File: src/rtl/global_mem_pkg.sv
// Shared types for the global-memory arbiter.
// FSM states, operation kinds and default widths.
package global_mem_pkg;

    localparam int DEF_ADDR_WIDTH = 32;
    localparam int DEF_DATA_WIDTH = 32;

    typedef enum logic [1:0] {
        IDLE,
        ISSUE,
        WAIT,
        RESP
    } state_e;

    typedef enum logic {
        OP_RD,
        OP_WR
    } op_e;

endpackage

File: src/rtl/rr_select.sv
// Round-robin picker: first pending index after last_grant.
// Purely combinational so other arbiters can reuse it.
module rr_select #(
    parameter int NUM_REQ = 2
) (
    input  logic [NUM_REQ-1:0]         pending,
    input  logic [$clog2(NUM_REQ)-1:0] last_grant,
    output logic                       valid,
    output logic [$clog2(NUM_REQ)-1:0] index
);

    localparam int IW = $clog2(NUM_REQ);

    // Walk offsets from farthest to nearest so the nearest pending wins.
    always_comb begin
        logic [IW-1:0] j;
        valid = 1'b0;
        index = '0;
        j     = '0;
        for (int k = NUM_REQ; k >= 1; k--) begin
            j = IW'((int'(last_grant) + k) % NUM_REQ);
            if (pending[j]) begin
                valid = 1'b1;
                index = j;
            end
        end
    end

endmodule

File: src/rtl/global_mem_arbiter.sv
// Round-robin arbiter for the single global-memory port.
// Serialises one requester at a time onto pulse-req / pulse-ack.
module global_mem_arbiter
    import global_mem_pkg::*;
#(
    parameter int NUM_REQ        = 2,
    parameter int ADDR_WIDTH     = DEF_ADDR_WIDTH,
    parameter int DATA_WIDTH     = DEF_DATA_WIDTH,
    parameter int TIMEOUT_CYCLES = 255
) (
    input  logic                          clk,
    input  logic                          rst,
    input  logic [NUM_REQ-1:0]            req_rd_req,
    input  logic [NUM_REQ-1:0]            req_wr_req,
    input  logic [NUM_REQ*ADDR_WIDTH-1:0] req_addr,
    input  logic [NUM_REQ*DATA_WIDTH-1:0] req_wr_data,
    output logic [NUM_REQ-1:0]            req_ack,
    output logic [DATA_WIDTH-1:0]         req_rd_data,
    output logic                          mem_rd_req,
    output logic                          mem_wr_req,
    output logic [ADDR_WIDTH-1:0]         mem_addr,
    output logic [DATA_WIDTH-1:0]         mem_wr_data,
    input  logic [DATA_WIDTH-1:0]         mem_rd_data,
    input  logic                          mem_ack,
    output logic                          busy,
    output logic [$clog2(NUM_REQ)-1:0]    grant_idx,
    output logic                          err
);

    localparam int IW = $clog2(NUM_REQ);
    localparam int CW = $clog2(TIMEOUT_CYCLES + 1);

    state_e                state;
    op_e                   op_q;
    logic [ADDR_WIDTH-1:0] addr_q;
    logic [DATA_WIDTH-1:0] wdata_q;
    logic [IW-1:0]         last_grant;
    logic [CW-1:0]         cnt;

    logic [NUM_REQ-1:0]    pending;
    logic                  sel_valid;
    logic [IW-1:0]         sel_idx;
    logic                  sel_rd;
    logic                  sel_wr;
    logic [ADDR_WIDTH-1:0] sel_addr;
    logic [DATA_WIDTH-1:0] sel_wdata;

    assign pending   = req_rd_req | req_wr_req;
    assign sel_rd    = req_rd_req[sel_idx];
    assign sel_wr    = req_wr_req[sel_idx];
    assign sel_addr  = req_addr[int'(sel_idx)*ADDR_WIDTH +: ADDR_WIDTH];
    assign sel_wdata = req_wr_data[int'(sel_idx)*DATA_WIDTH +: DATA_WIDTH];

    assign mem_addr    = addr_q;
    assign mem_wr_data = wdata_q;
    assign busy        = (state != IDLE);

    rr_select #(
        .NUM_REQ(NUM_REQ)
    ) u_rr_select (
        .pending   (pending),
        .last_grant(last_grant),
        .valid     (sel_valid),
        .index     (sel_idx)
    );

    // Transaction FSM; pulses and acks default low each cycle.
    always_ff @(posedge clk or negedge rst) begin
        if (!rst) begin
            state       <= IDLE;
            op_q        <= OP_RD;
            addr_q      <= '0;
            wdata_q     <= '0;
            last_grant  <= IW'(NUM_REQ - 1);
            grant_idx   <= '0;
            cnt         <= '0;
            req_ack     <= '0;
            req_rd_data <= '0;
            mem_rd_req  <= 1'b0;
            mem_wr_req  <= 1'b0;
            err         <= 1'b0;
        end else begin
            req_ack    <= '0;
            mem_rd_req <= 1'b0;
            mem_wr_req <= 1'b0;
            unique case (state)
                IDLE: begin
                    if (sel_valid) begin
                        op_q       <= sel_wr ? OP_WR : OP_RD;
                        addr_q     <= sel_addr;
                        wdata_q    <= sel_wdata;
                        last_grant <= sel_idx;
                        grant_idx  <= sel_idx;
                        mem_rd_req <= !sel_wr;
                        mem_wr_req <= sel_wr;
                        if (sel_rd && sel_wr) begin
                            err <= 1'b1;
                        end
                        state <= ISSUE;
                    end
                end
                ISSUE: begin
                    cnt   <= '0;
                    state <= WAIT;
                end
                WAIT: begin
                    if (mem_ack) begin
                        req_rd_data <= (op_q == OP_WR) ? '0 : mem_rd_data;
                        req_ack[grant_idx] <= 1'b1;
                        state <= RESP;
                    end else if (cnt == CW'(TIMEOUT_CYCLES)) begin
                        err         <= 1'b1;
                        req_rd_data <= '0;
                        req_ack[grant_idx] <= 1'b1;
                        state <= RESP;
                    end else begin
                        cnt <= cnt + 1'b1;
                    end
                end
                RESP: begin
                    state <= IDLE;
                end
                default: begin
                    state <= IDLE;
                end
            endcase
        end
    end

endmodule

File: config.mk
export PLATFORM = sky130hd
export DESIGN_NAME = global_mem_arbiter
export DESIGN_NICKNAME = d
export VERILOG_FILES = /design/src/rtl/global_mem_pkg.sv /design/src/rtl/rr_select.sv /design/src/rtl/global_mem_arbiter.sv
export SDC_FILE = /design/constraint.sdc
export NUM_CORES = 1
export LEC_CHECK = 0
export CORE_MARGIN = 10
export CORE_UTILIZATION = 40
export CTS_BUF_LIST = sky130_fd_sc_hd__clkbuf_4 sky130_fd_sc_hd__clkbuf_8
export CTS_CLUSTER_SIZE = 16
export DETAILED_ROUTE_END_ITERATION = 8
export PLACE_DENSITY = 0.9
export SLEW_MARGIN = 30
export SYNTH_ARGS = -nofsm -noshare
export SYNTH_HDL_FRONTEND = slang
export SYNTH_HIERARCHICAL = 1
export SYNTH_SLANG_ARGS = --single-unit
File: constraint.sdc
create_clock -name clk -period 2.4 [get_ports clk]
set_clock_uncertainty 0.2 [all_clocks]
set_input_delay 0.48 -clock clk [delete_from_list [all_inputs] [get_ports clk]]
set_output_delay 0.48 -clock clk [all_outputs]
set_load 0.02 [all_outputs]
# After elaboration in Yosys (flattened, before gate mapping)
# Cells that the tools add are included.
# word_totals
ff_bits,114
in_bits,167
out_inout_bits,103
word_cells,83
# op_classes
n_addsub,3
n_lt_le_gt_ge,5
n_eq_ne,10
shifts,2
muxes,37
n_bitwise,1
reduce_logical,13
# ops
op,count
indexed part select 64 x 7 -> 32 bit,2
two-way mux 32 bit,3
two-way mux 1 bit,22
two-way mux 8 bit,2
one-hot mux 8 bit (2 select lines),1
two-way mux 2 bit,6
"!= test 2 bit, second input constant",5
"adder 8 x 1 -> 8 bit, second input constant",1
"== test 8 bit, second input constant",1
"less-than comparator 1 x 2 -> 1 bit, second input constant",4
one-hot mux 2 bit (4 select lines),1
nonzero test 2 bit,4
AND reduction 2 bit,3
AND reduction 5 bit,1
"== test 2 bit, second input constant",2
"!= test 3 bit, second input constant",1
AND reduction 3 bit,1
"adder 1 bit, second input constant",2
"== test 2 x 1 -> 1 bit, second input constant",1
logical AND 1 bit,2
zero test 2 bit,1
bitwise OR 2 bit,1
one-hot mux 1 bit (2 select lines),1
demux 1 bit (select 1 bit),1
other kinds (2),2

# Depth between registers and ports, before layout
# Gate-level depths: netlist of the first run.
# logic_depth
ltp_word,11
ltp_mapped,7

# Cells and area by module
# Netlist of the first run, hierarchy kept.
# modules_own_cells
module,instances,cells_per_inst,area_each_um2,seq_area_each_um2
global_mem_arbiter,1,438,4941.0,2854.0
rr_select,1,2,13.8,0.0

# Least setup slack after synthesis of the first run
# No wires, ideal clock.
# synth_path
path_type,input to register
start,input req_wr_req[1]
end,register addr_q[3] (netlist: mem_addr[3])
t_arrival_ns,1.764
setup_slack_ns,0.301
cell_stages,6
cell_sequence,or2_2 or2_1 nand2_1 clkbuf_1 clkbuf_1 o21ai_0
# synth_via
elab_chain_len,6
word_cells_on_any_way,11
classes_between,shift: 1; mux: 8; bitwise: 1; reduce/logical: 1
# synth_lines
item,line_no,source
start: declaration,global_mem_arbiter.sv:14,"input logic [NUM_REQ-1:0] req_wr_req,"
bitwise OR 2 bit *,global_mem_arbiter.sv:48,assign pending = req_rd_req | req_wr_req;
two-way mux 1 bit (not written as such) (2 in a row),rr_select.sv:22,if (pending[j]) begin
two-way mux 1 bit,rr_select.sv:22,
two-way mux 1 bit *,rr_select.sv:22,
net sel_valid,global_mem_arbiter.sv:41,logic sel_valid;
AND reduction 2 bit (no source line) *,-,
end signal: assignment,global_mem_arbiter.sv:90,addr_q <= sel_addr;
end: declaration,global_mem_arbiter.sv:35,logic [ADDR_WIDTH-1:0] addr_q;
# The timed path passes the listed nets; every way through them passes the cells marked *. The select of a mux whose other input is x is not followed.
# A chain may end at the register's enable or synchronous reset.

# Worst setup path after layout of the first run
# layout_path
start,register state[0]
end,output busy
# layout_via
elab_chain_len,1
# layout_lines
item,line_no,source
start: declaration,global_mem_arbiter.sv:33,state_e state;
start signal: assignment,global_mem_arbiter.sv:70,state <= IDLE;
start signal: assignment,global_mem_arbiter.sv:99,state <= ISSUE;
start signal: assignment,global_mem_arbiter.sv:104,state <= WAIT;
nonzero test 2 bit,global_mem_arbiter.sv:56,assign busy = (state != IDLE);
end: declaration,global_mem_arbiter.sv:25,"output logic busy,"
# Every way passes these cells.

==> results.toml, run 1 <==
[synth]
avgSynthCellArea_sq_um = 11.3
ys_ff_latch = 114
synth.distinct_cells = 42
syn-cell-area_sq_um = 4950
yosysSeqAreaShare_pct = 57.6
synth_xor_area_share_pct = 0
yosys_warnings = 6
syn_nets = 612
synthMuxAreaShare_pct = 13.6
synth_enable_flop_cells = 0
synth_compound_area_share_pct = 15.4
synth_cells = 440
synthAdderAreaFrac_pct = 1.26
synth_top_flop_cell = "dfrtp_1"
synth_top_family_by_area = "compound AO/OA/AOI/OAI gates"
synthSimpleGateAreaFrac_pct = 9.09
synth-async-reset-ratio_pct = 100

[min_path]
min_from = "mem_wr_data[27]"
worstHoldPathCells = 2
hold_class = "flop to flop"
holdPathEnd = "mem_wr_data[27]"

[sta]
slew_violations = 0
whs_ps = 282
fin_crit_ps = 2270
fmax_ghz = 0.440
rsz0062_at_grt = "no"
finalHoldViolCount = 0
max_slew_margin_pct = 67.9
tightest_slew_ps = 482
period_share_pct = 94.7
setup_viol_count_final = 0

[routing]
drt_iter0_drc = 189
vias_per_cell = 4.99
vias = 4569
postRouteAntennaNets = 0
avgRoutedWirePerCell_microns = 19.4
wl_microns = 17800
drc = 0
drtPass1Iterations = 6

[cts]
post_cts_buffers = 0
cts_buffers = 17
cts_root_buf = "clkbuf_8"
cts_tree = "yes"
clkSinkCount = 114
clock_latency_ps = 410
clock_path_buffers = 2
htreeDepth = 4
clkTransAtPathRegs_ps = 70

[layout]
layout_commonest_cell = "clkdlybuf4s50_1"
final_cell_mix = "clkdlybuf4s50_1 (267), dfrtp_1 (113), nand2_1 (70)"
final_area_sq_um = 8530
area_growth_pct = 72.1
drive_above_1_share_pct = 10.4
stdcell_count = 915
final_core_util_pct = 70.7
finish.net_count = 906
antennaDiodeCount = 0
fillCellCount = 842

[worst_setup_path]
end_kind = "output pin"
crit_fanout = 4
r2r_start = "state[0]"
worstPathRequired_ps = 1720
rr_endpoint = "cnt[2]"
worstSetupPathType = "flop to output pin"
cp-start-kind = "flop"
worst_ep_arrival_time_ps = 1590
regToRegSetupSlack_ps = 360
ff2ff_path_depth = 6

[placed_design]
dpl_cell_area_sq_um = 8070
hpwl_microns = 14200
gp_congestion = 0.794
io_buffers = 269
dp_cells = 882

[die]
die_width_microns = 131
io-pin-count = 270
dieArea_sq_um = 17200
design.core.area_sq_um = 12100
die_y_microns = 131
start_util_pct = 41.1
rows = 40

[global_routing]
track_usage_pct = 20.3
grt_start_max_net_pins = 74
overflow = 0
grt_first_pass_wirelength_microns = 28100
grt_pass1_vias = 5072
antenna_found_initial = 0

[status]
outcome = "complete, no violations"

[pwr]
peakVddDrop_uv = 604
p_leak_nw = 3.88
p_per_area_nw_per_um2 = 1280

[flow_run]
drv_cap = 0
cells by family after synthesis:
kind of cell,count (synthesis)
DFF,114
adders and majority gates,5
muxes,67
buffers and inverters,34
and+or+nand+nor,102
AOI/OAI and AO/OA,118
sequential cells by signal, indices dropped and copies added (netlist names):
| register | flops |
|---|---|
| mem_wr_data | 32 |
| mem_addr | 32 |
| req_ack | 2 |
| mem_wr_req | 1 |
| cnt | 8 |
| state | 2 |
| last_grant | 1 |
| op_q | 1 |
| req_rd_data | 32 |
| grant_idx | 1 |
| err | 1 |
| mem_rd_req | 1 |
stage by stage:
| step | total power, mW | setup WS, ps | TNS (ps) |
|---|---|---|---|
| CTS | 11.0 | 49.5 | 0 |
| global placement | 8.72 | -4.76 | -4.76 |
| finish | 10.9 | 127 | 0 |
| global route | 11.5 | 41.2 | 0 |
| floorplan | 6.03 | 301 | 0 |
| detailed placement | 8.94 | -49.9 | -727 |
repair_timing:
item | in CTS | in global routing
resized for setup | 1 | 1
hold endpoints to repair | 31 | 0
endpoints found under the setup margin | 1 | 1
hold buffers | 1 | 0
worst max-delay path: stages, from the launching register on:
cell	delay, ps
dfrtp_1	380
inv_1	130
ha_2	250
inv_1	80
dlygate4sd2_1	330
power breakdown:
part	switching (mW)	total (mW)	internal (mW)
Clock	0.786	2.02	1.23
Sequential	0.529	3.35	2.82
Combinational	2.85	5.51	2.67
Total	4.16	10.9	6.72
worst max-delay path by stage:
| stage | start | to | slack, ps | cells after the start |
|---|---|---|---|---|
| finish | state[0] | busy | 130 | 4 |
| detailed placement | req_wr_req[0] | mem_wr_data[4] | -50 | 7 |
| global placement | req_wr_req[0] | mem_wr_data[5] | -5 | 7 |
| floorplan | req_wr_req[1] | mem_addr[3] | 300 | 6 |
| global route | state[0] | busy | 40 | 4 |
| CTS | state[0] | busy | 50 | 4 |
Yosys cell counts (3+ instances only):
master / instances / area, sq um
a211o_1: 3 / 26.3
a22o_1: 33 / 289
and3_1: 3 / 18.8
buf_2: 11 / 55.1
buf_4: 3 / 22.5
clkbuf_1: 14 / 52.6
dfrtp_1: 113 / 2830
ha_1: 5 / 62.6
inv_1: 6 / 22.5
mux2i_1: 66 / 661
nand2_1: 71 / 267
nor2_1: 8 / 30.0
nor3_1: 4 / 20.0
o21ai_0: 66 / 330
layer usage:
metal  up-vias  wire (microns)  track usage [%]  share of wire, %
met5         -               0                0                 0
met4         0             233             5.38               1.3
met3        19            1700             8.61               9.6
met2       210            8890             34.9                50
met1      2191            6930             22.6                39
li1       2149               -                -                 -
area by class of cell:
class	instances	area, sq um	area share (%)
Timing Repair Buffer	303	3020	35.4
Sequential cell	114	2850	33.5
Multi-Input combinational cell	292	1980	23.2
Clock buffer	22	290	3.40
Tap cell	168	210	2.46
Clock inverter	10	155	1.82
Inverter	6	22.5	0.264
Note: power is estimated with default switching activity, not from simulation.
==> run 2, diff against run 1 <==
--- a/config.mk
+++ b/config.mk
@@ -6,11 +6,12 @@
 export NUM_CORES = 1
 export LEC_CHECK = 0
 export CORE_MARGIN = 10
-export CORE_UTILIZATION = 40
+export CORE_UTILIZATION = 24
 export CTS_BUF_LIST = sky130_fd_sc_hd__clkbuf_4 sky130_fd_sc_hd__clkbuf_8
 export CTS_CLUSTER_SIZE = 16
 export DETAILED_ROUTE_END_ITERATION = 8
-export PLACE_DENSITY = 0.9
+export HOLD_SLACK_MARGIN = 0.1
+export PLACE_DENSITY = 0.62
 export SLEW_MARGIN = 30
 export SYNTH_ARGS = -nofsm -noshare
 export SYNTH_HDL_FRONTEND = slang
==> run 2 against run 1 <==
Critical path depth unchanged; wire length down 1.5%; register-to-register slack better by 40 ps; worst setup slack better by 13 ps; via count down 4.5%; worst hold slack worse by 65 ps; total power down 1.1%; combinational power about the same.
==> results.toml, run 2 (same netlist as run 1, synthesis figures left out) <==
[status]
outcome = "complete, no violations"

[routing]
drtPass1Iterations = 4
avgRoutedWirePerCell_microns = 17.2
vias = 4362
vias_per_cell = 4.29
drt_iter0_drc = 169
drc = 0
postRouteAntennaNets = 0
wl_microns = 17500

[cts]
cts_tree = "yes"
post_cts_buffers = 0
clkSinkCount = 114
clock_path_buffers = 2
cts_buffers = 17
htreeDepth = 4
cts_root_buf = "clkbuf_8"
clock_latency_ps = 420
clkTransAtPathRegs_ps = 70

[global_routing]
antenna_found_initial = 1
grt_first_pass_wirelength_microns = 27100
overflow = 0
track_usage_pct = 13.0
grt_start_max_net_pins = 62
grt_pass1_vias = 4643

[layout]
drive_above_1_share_pct = 10.3
final_cell_mix = "clkdlybuf4s50_1 (267), dfrtp_1 (113), nand2_1 (70)"
finish.net_count = 906
area_growth_pct = 75.2
final_core_util_pct = 42.8
layout_commonest_cell = "clkdlybuf4s50_1"

[sta]
fin_crit_ps = 2260
max_slew_margin_pct = 72.6
period_share_pct = 94.2
whs_ps = 217
fmax_ghz = 0.442
rsz0062_at_grt = "no"
tightest_slew_ps = 410
finalHoldViolCount = 0
slew_violations = 0
setup_viol_count_final = 0

[worst_setup_path]
worst_ep_arrival_time_ps = 1580
crit_fanout = 4
end_kind = "output pin"
cp-start-kind = "flop"
worstPathRequired_ps = 1720
worstSetupPathType = "flop to output pin"

[die]
die_y_microns = 164
start_util_pct = 24.4
io-pin-count = 270
design.core.area_sq_um = 20300
dieArea_sq_um = 26800
rows = 52
die_width_microns = 164

[pwr]
p_leak_nw = 3.87
peakVddDrop_uv = 464
p_per_area_nw_per_um2 = 1240
finalPower_mw = 10.8

[placed_design]
io_buffers = 269
hpwl_microns = 13800
gp_congestion = 0.758

[flow_run]
drv_cap = 0

[min_path]
hold_class = "input pin to async pin"
==> run 2: layer usage <==
metal | global-route usage, % | up-vias | part of all wire [%]
li1 | - | 2151 | -
met1 | 15.0 | 2009 | 41
met2 | 20.2 | 192 | 46
met3 | 7.37 | 10 | 12
met4 | 3.41 | 0 | 0.87
met5 | 0 | - | 0
==> run 2: worst paths after layout <==
kind                       depth (start not counted)      start              end  slack (ps)
setup / recovery                                   4   state[0]             busy         140
hold / removal                                     2        rst      mem_addr[2]         220
setup reg to reg                                   6   state[0]           cnt[2]         400
hold reg to reg                                    1  grant_idx       req_ack[0]         270
max in group asynchronous                          3        rst  mem_wr_data[22]        1250
min in group clk                                   1  grant_idx       req_ack[0]         270
==> run 2: final cells by class <==
type	instances	area (sq um)
Sequential cell	114	2850
Tap cell	270	338
Clock buffer	19	255
Fill cell	1973	11600
Inverter	6	22.5
Multi-Input combinational cell	292	1980
Antenna cell	1	2.50
Clock inverter	12	159
Timing Repair Buffer	303	3070
==> run 2: timing repair <==
action / in CTS / in global routing
setup endpoints to repair: 1 / 1
gates resized for setup: 1 / 1
endpoints found under the hold margin: 113 / 0
hold buffers: 1 / 0
==> run 2: through the flow <==
stage	TNS [ps]	area, sq um	std cells	setup WS, ps
after global placement	-182	8250	984	-63.5
final	0	8680	1017	140
after floorplan	0	4950	440	301
after CTS	0	8670	1016	30.8
after detailed placement	-405	8250	984	-76.9
after global routing	0	8680	1016	29.9
==> run 2: critical path: stages, from the launching register on <==
cell,delay [ps]
dfrtp_1,380
inv_1,120
ha_2,250
inv_1,80
dlygate4sd2_1,320
==> run 2: where the power goes <==
| part | internal, mW | switching [mW] |
|---|---|---|
| Clock | 1.06 | 0.836 |
| Combinational | 2.74 | 2.80 |
| Sequential | 2.82 | 0.504 |
| Total | 6.62 | 4.14 |
